==> src/rtl/morse_pkg.sv <==
// Shared constants and entry-layout helpers for the Morse character assembler.
// An entry is packed as {code, count, word_end, overflow}, with overflow in bit 0.
package morse_pkg;

    localparam logic [1:0] SYM_NONE = 2'b00;
    localparam logic [1:0] SYM_DOT  = 2'b01;
    localparam logic [1:0] SYM_DASH = 2'b10;

    localparam int OVF_BIT  = 0;
    localparam int WEND_BIT = 1;
    localparam int CNT_LSB  = 2;

    typedef enum logic {ST_IDLE, ST_COLLECT} asm_state_t;

    function automatic int cnt_width(input int max_syms);
        return $clog2(max_syms + 1);
    endfunction

    function automatic int code_lsb(input int max_syms);
        return CNT_LSB + cnt_width(max_syms);
    endfunction

    function automatic int entry_width(input int max_syms);
        return 2 * max_syms + cnt_width(max_syms) + 2;
    endfunction

endpackage

==> src/rtl/morse_fifo.sv <==
// Synchronous show-ahead FIFO; the head word is driven directly from the array.
// The read data is forced to zero while empty so that downstream outputs stay quiet.
module morse_fifo #(
    parameter int WIDTH = 8,
    parameter int DEPTH = 8
) (
    input  logic                       clk,
    input  logic                       reset,
    input  logic                       wr_en,
    input  logic [WIDTH-1:0]           wr_data,
    input  logic                       rd_en,
    output logic [WIDTH-1:0]           rd_data,
    output logic                       full,
    output logic                       empty,
    output logic [$clog2(DEPTH+1)-1:0] level
);
    localparam int AW = $clog2(DEPTH);
    localparam int LW = $clog2(DEPTH + 1);

    logic [WIDTH-1:0] mem [DEPTH];
    logic [AW-1:0]    wr_ptr_reg;
    logic [AW-1:0]    rd_ptr_reg;
    logic [LW-1:0]    level_reg;
    logic             do_rd;
    logic             do_wr;

    assign empty = (level_reg == '0);
    assign full  = (level_reg == LW'(DEPTH));
    assign level = level_reg;
    assign do_rd = rd_en & ~empty;
    // When full, a write is only accepted if the head is leaving in the same cycle.
    assign do_wr = wr_en & (~full | do_rd);

    always_ff @(posedge clk) begin
        if (do_wr) begin
            mem[wr_ptr_reg] <= wr_data;
        end
    end

    always_ff @(posedge clk) begin
        if (reset) begin
            wr_ptr_reg <= '0;
            rd_ptr_reg <= '0;
            level_reg  <= '0;
        end else begin
            if (do_wr) begin
                wr_ptr_reg <= wr_ptr_reg + AW'(1);
            end
            if (do_rd) begin
                rd_ptr_reg <= rd_ptr_reg + AW'(1);
            end
            case ({do_wr, do_rd})
                2'b10:   level_reg <= level_reg + LW'(1);
                2'b01:   level_reg <= level_reg - LW'(1);
                default: level_reg <= level_reg;
            endcase
        end
    end

    assign rd_data = empty ? '0 : mem[rd_ptr_reg];

endmodule

==> src/rtl/morse_char_assembler.sv <==
// Collects dot/dash pulses into per-character codes and queues them, tagged with
// word-end and overflow status, behind a show-ahead valid/ready read port.
module morse_char_assembler
    import morse_pkg::*;
#(
    parameter int MAX_SYMS   = 5,
    parameter int FIFO_DEPTH = 8,
    parameter int CODE_W     = 2 * MAX_SYMS,
    parameter int CNT_W      = $clog2(MAX_SYMS + 1)
) (
    input  logic                            clk,
    input  logic                            reset,
    input  logic                            writing,
    input  logic                            dot,
    input  logic                            dash,
    input  logic                            interchar,
    input  logic                            interword,
    input  logic                            out_ready,
    output logic                            out_valid,
    output logic [CODE_W-1:0]               out_code,
    output logic [CNT_W-1:0]                out_count,
    output logic                            out_word_end,
    output logic                            out_overflow,
    output logic [$clog2(FIFO_DEPTH+1)-1:0] fifo_level,
    output logic                            busy,
    output logic                            drop_err
);
    localparam int ENT_W    = entry_width(MAX_SYMS);
    localparam int CODE_LSB = code_lsb(MAX_SYMS);

    asm_state_t        state_reg, state_next;
    logic [CODE_W-1:0] acc_reg, acc_next, acc_app;
    logic [CNT_W-1:0]  count_reg, count_next, count_app;
    logic              ovf_reg, ovf_next, ovf_app;
    logic              lww_reg, lww_next, lww_app;
    logic              drop_err_reg;

    logic              sym_valid;
    logic [1:0]        sym;
    logic              gap_any;
    logic              gap_word;
    logic              push;
    logic [ENT_W-1:0]  push_entry;
    logic [ENT_W-1:0]  head_entry;
    logic              fifo_full;
    logic              fifo_empty;
    logic              pop;

    assign sym_valid = writing & (dot ^ dash);
    assign sym       = dot ? SYM_DOT : SYM_DASH;
    assign gap_any   = writing & (interchar | interword);
    assign gap_word  = writing & interword;
    assign pop       = ~fifo_empty & out_ready;

    always_ff @(posedge clk) begin
        if (reset) begin
            state_reg    <= ST_IDLE;
            acc_reg      <= '0;
            count_reg    <= '0;
            ovf_reg      <= 1'b0;
            lww_reg      <= 1'b1;
            drop_err_reg <= 1'b0;
        end else begin
            state_reg <= state_next;
            acc_reg   <= acc_next;
            count_reg <= count_next;
            ovf_reg   <= ovf_next;
            lww_reg   <= lww_next;
            if (push & fifo_full & ~pop) begin
                drop_err_reg <= 1'b1;
            end
        end
    end

    // A symbol arriving with a gap is appended first, so the pushed entry includes it.
    always_comb begin
        acc_app   = acc_reg;
        count_app = count_reg;
        ovf_app   = ovf_reg;
        lww_app   = lww_reg;
        if (sym_valid) begin
            lww_app = 1'b0;
            if (count_reg == CNT_W'(MAX_SYMS)) begin
                ovf_app = 1'b1;
            end else begin
                acc_app   = CODE_W'({acc_reg, sym});
                count_app = count_reg + CNT_W'(1);
            end
        end

        acc_next   = acc_app;
        count_next = count_app;
        ovf_next   = ovf_app;
        lww_next   = lww_app;
        push       = 1'b0;
        push_entry = '0;
        if (gap_any && (count_app != '0)) begin
            push       = 1'b1;
            push_entry = {acc_app, count_app, gap_word, ovf_app};
            acc_next   = '0;
            count_next = '0;
            ovf_next   = 1'b0;
            lww_next   = gap_word | lww_app;
        end else if (gap_word) begin
            // Only the first word gap after a character yields a space entry.
            push       = ~lww_app;
            push_entry = {CODE_W'(0), CNT_W'(0), 1'b1, 1'b0};
            lww_next   = 1'b1;
        end

        state_next = (count_next != '0) ? ST_COLLECT : ST_IDLE;
    end

    always_comb begin
        busy = (state_reg == ST_COLLECT);
    end

    morse_fifo #(
        .WIDTH (ENT_W),
        .DEPTH (FIFO_DEPTH)
    ) u_fifo (
        .clk     (clk),
        .reset   (reset),
        .wr_en   (push),
        .wr_data (push_entry),
        .rd_en   (out_ready),
        .rd_data (head_entry),
        .full    (fifo_full),
        .empty   (fifo_empty),
        .level   (fifo_level)
    );

    assign out_valid    = ~fifo_empty;
    assign out_code     = head_entry[CODE_LSB +: CODE_W];
    assign out_count    = head_entry[CNT_LSB +: CNT_W];
    assign out_word_end = head_entry[WEND_BIT];
    assign out_overflow = head_entry[OVF_BIT];
    assign drop_err     = drop_err_reg;

endmodule

==> config.mk <==
export PLATFORM = sky130hd
export DESIGN_NAME = morse_char_assembler
export DESIGN_NICKNAME = d
export VERILOG_FILES = /design/src/rtl/morse_pkg.sv /design/src/rtl/morse_fifo.sv /design/src/rtl/morse_char_assembler.sv
export SDC_FILE = /design/constraint.sdc
export NUM_CORES = 1
export LEC_CHECK = 0
export CORE_UTILIZATION = 60
export CTS_BUF_LIST = sky130_fd_sc_hd__clkbuf_2 sky130_fd_sc_hd__clkbuf_4 sky130_fd_sc_hd__clkbuf_8
export DETAILED_ROUTE_END_ITERATION = 10
export GPL_ROUTABILITY_DRIVEN = 0
export MAX_ROUTING_LAYER = met4
export PLACE_DENSITY = 0.86
export SLEW_MARGIN = 0
export SYNTH_ARGS = -nofsm -noshare
export SYNTH_HDL_FRONTEND = slang
export SYNTH_HIERARCHICAL = 1
export SYNTH_SLANG_ARGS = --single-unit
==> constraint.sdc <==
create_clock -name clk -period 6.39 [get_ports clk]
set_input_delay 1.278 -clock clk [delete_from_list [all_inputs] [get_ports clk]]
set_output_delay 1.278 -clock clk [all_outputs]
set_load 0.01 [all_outputs]
==> out/qor.csv <==
metric;value;unit
synth_top_family_by_area;multiplexers;
cts-htree-levels;4;
die_y;105;um
synth_most_common_cell;edfxtp_1;
boundaryPins;30;
synth_nets;394;
initial_core_util;61.8;%
synth_top_area_share;56.7;%
drive_above_1_share;26.4;%
power-per-cell-area;359;nW/um^2
whs;0.498;ns
rsz0062_at_grt;false;
synthTopCellsByCount;120 x edfxtp_1, 32 x nor2_1, 30 x dfxtp_1, 30 x mux4_2, 26 x mux2i_1;
fillCellCount;641;
largest_reg_flops;120;
grt_overflow_total;0;
yosysTopAreaCell;edfxtp_1;
die_w;105;um
drc;0;
netlist_area;6350;um^2
arrival;4.85;ns
dieArea;11000;um^2
worstSetupPathType;input port to flip-flop;
core;10300;um^2
max_freq;223;MHz
hold_class;flip-flop to flip-flop;
finalCritPeriodShare;70.2;%
r2r-end;u_fifo/level[3];
synth-simple-area-share;7.33;%
diodes;0;
synthMuxAreaShare;14.7;%
num_vias;3502;
vdd_drop_max;0.300;mV
drt_wl_total;12100;um
cts.path.max_buffers;2;
port_buffers;29;
wl_per_cell;21.2;um
setup_tns;0;ns
dp_hpwl;7590;um
synth_edf_count;120;
endpoint_kind;flip-flop;
clkTransAtPathRegs;0.09;ns
fin_nets;434;
maxCapViolCount;0;
met2_usage;39.5;%
first_pass_iters;5;
synth_seq_area_share;66.2;%
leakage;2.35;nW
synth_fa_ha_area_share;1.50;%
grt_max_degree;31;
reg2reg_slack;2.79;ns
finClkSkew;0.0137;ns
grt_busiest_layer;met2;
relSlewSlack;16.7;%
rr_worst_depth;14;
grt.total_usage;24.7;%
grt_pass1_vias;3518;
ys.flop_type;edfxtp_1;
worst-path-max-fanout;13;
status;finished clean;
postCtsSetupBuffers;0;
synth_xor_area_share;1.50;%
via_per_inst;6.17;
clk_latency;0.43;ns
synth_top_cells_by_area;edfxtp_1 57%, mux4_2 11%, dfxtp_1 9.5%, mux2i_1 4.1%, a211oi_2 2.0%;
period_minus_slack;4.48;ns
ctsResizeCount;0;
hold_start;lww_reg;
cp.required;6.75;ns
syn_inst;379;
hold_viol;0;
areaGrowthSynthToFinish;13.9;%
rows;37;
grt_pass1_wl;18800;um
r2r_start;count_reg[1];
holdPathStages;1;
critPathLaunchType;input port;
cts_root_buf;clkbuf_8;
antenna_found_initial;0;
use_met1;30.4;%
synth_cell_types;55;
holdBufCountCts;0;
antenna_left;0;
min_to;lww_reg;
async_flop_share;0;%
cts.sinks;150;
tightest_slew;1.24;ns
yosys_warnings;6;
use_met3;5.80;%
finalSetupViolCount;0;
drt-initial-drc-count;347;
drv_slew;0;
synth_compound_area_share;6.74;%
numCtsBuffers;17;
tritoncts;yes;
syn_avg_cell_area;16.8;um^2
ys_seq_elements;150;
[worst max-delay path by stage]
stage,depth (start not counted),startpoint,endpoint
detailed placement,13,writing,u_fifo/level[3]
global placement,13,writing,u_fifo/level[3]
floorplan,8,writing,u_fifo/mem[0][0]
CTS,13,writing,u_fifo/level[3]
global route,13,writing,u_fifo/level[3]
finish,13,writing,u_fifo/level[3]
[power by group]
group	switching [mW]	internal, mW	total, mW
registers	0.0881	1.09	1.18
logic	0.338	0.362	0.700
clock network	0.366	0.357	0.723
[per-stage QoR]
stage          power, mW  instance area [um^2]  util, %  std cells  setup WS (ns)
2_1_floorplan       1.61                  6350        -        379           1.79
3_3_place_gp        1.87                  6830     66.5        536           1.80
3_5_place_dp        1.89                  6830     66.5        536           1.53
4_1_cts             2.61                  7230     70.4        568           1.99
5_1_grt             2.72                  7230     70.4        568           1.60
6_report            2.60                  7230     70.4        568           1.91
[layout make-up]
type,count,area [um^2],share of cell area [%]
sequential,150,4210,58.1
timing repair buffer,41,380,5.26
tap,136,170,2.35
clock buffer,17,234,3.23
inverter,6,22.5,0.311
clock inverter,15,168,2.32
multi-input combinational,203,2050,28.4
[critical path: stages]
cell             delay, ns
clkdlybuf4s50_1       0.65
a21boi_1              0.48
a21boi_1              0.19
o22ai_2               0.12
buf_4                 0.25
a22o_1                0.42
or2_2                 0.23
inv_1                 0.06
ha_1                  0.34
a21oi_1               0.27
nor4bb_1              0.29
o21bai_1              0.11
a31oi_1               0.15
[routing by layer]
metal | vias up | share of wire (%)
met5 | - | 0
met3 | 23 | 6.6
met4 | 0 | 2.1
met2 | 164 | 52
met1 | 1741 | 39
li1 | 1574 | -
[logic make-up (layout without fill, tap and decap cells)]
| logic type | after synthesis | after routing |
|---|---|---|
| AND/OR/NAND/NOR | 83 | 83 |
| XOR/XNOR | 10 | 10 |
| AO/OA/AOI/OAI | 47 | 47 |
| buffers and inverters | 26 | 79 |
| multiplexers | 56 | 56 |
| adder cells (fa/ha/maj) | 7 | 7 |
| flip-flops | 150 | 150 |
[cell usage in the layout, fill, tap and decap left out, types with 2 or more instances in the layout]
master and count:
dfxtp_1 29, bufinv_16 2, nand3b_1 2, nand3_1 3
nor2_1 32, nand2_1 9, mux2i_1 26, nand2b_1 4
clkbuf_8 17, a211oi_2 10, and2_1 2, clkinvlp_4 3
nor3_1 6, edfxtp_1 120, nor3_2 15, o21bai_1 3
clkinv_2 2, a211oi_1 4, inv_8 2, inv_6 5
xor2_1 5, xnor2_1 4, mux4_2 30, inv_1 6
a41oi_1 2, ha_1 6, o21a_1 2, clkdlybuf4s50_1 29
a21oi_1 6, buf_4 12, a21boi_1 2, o211ai_1 2
Power figures use the tool's default switching activity.
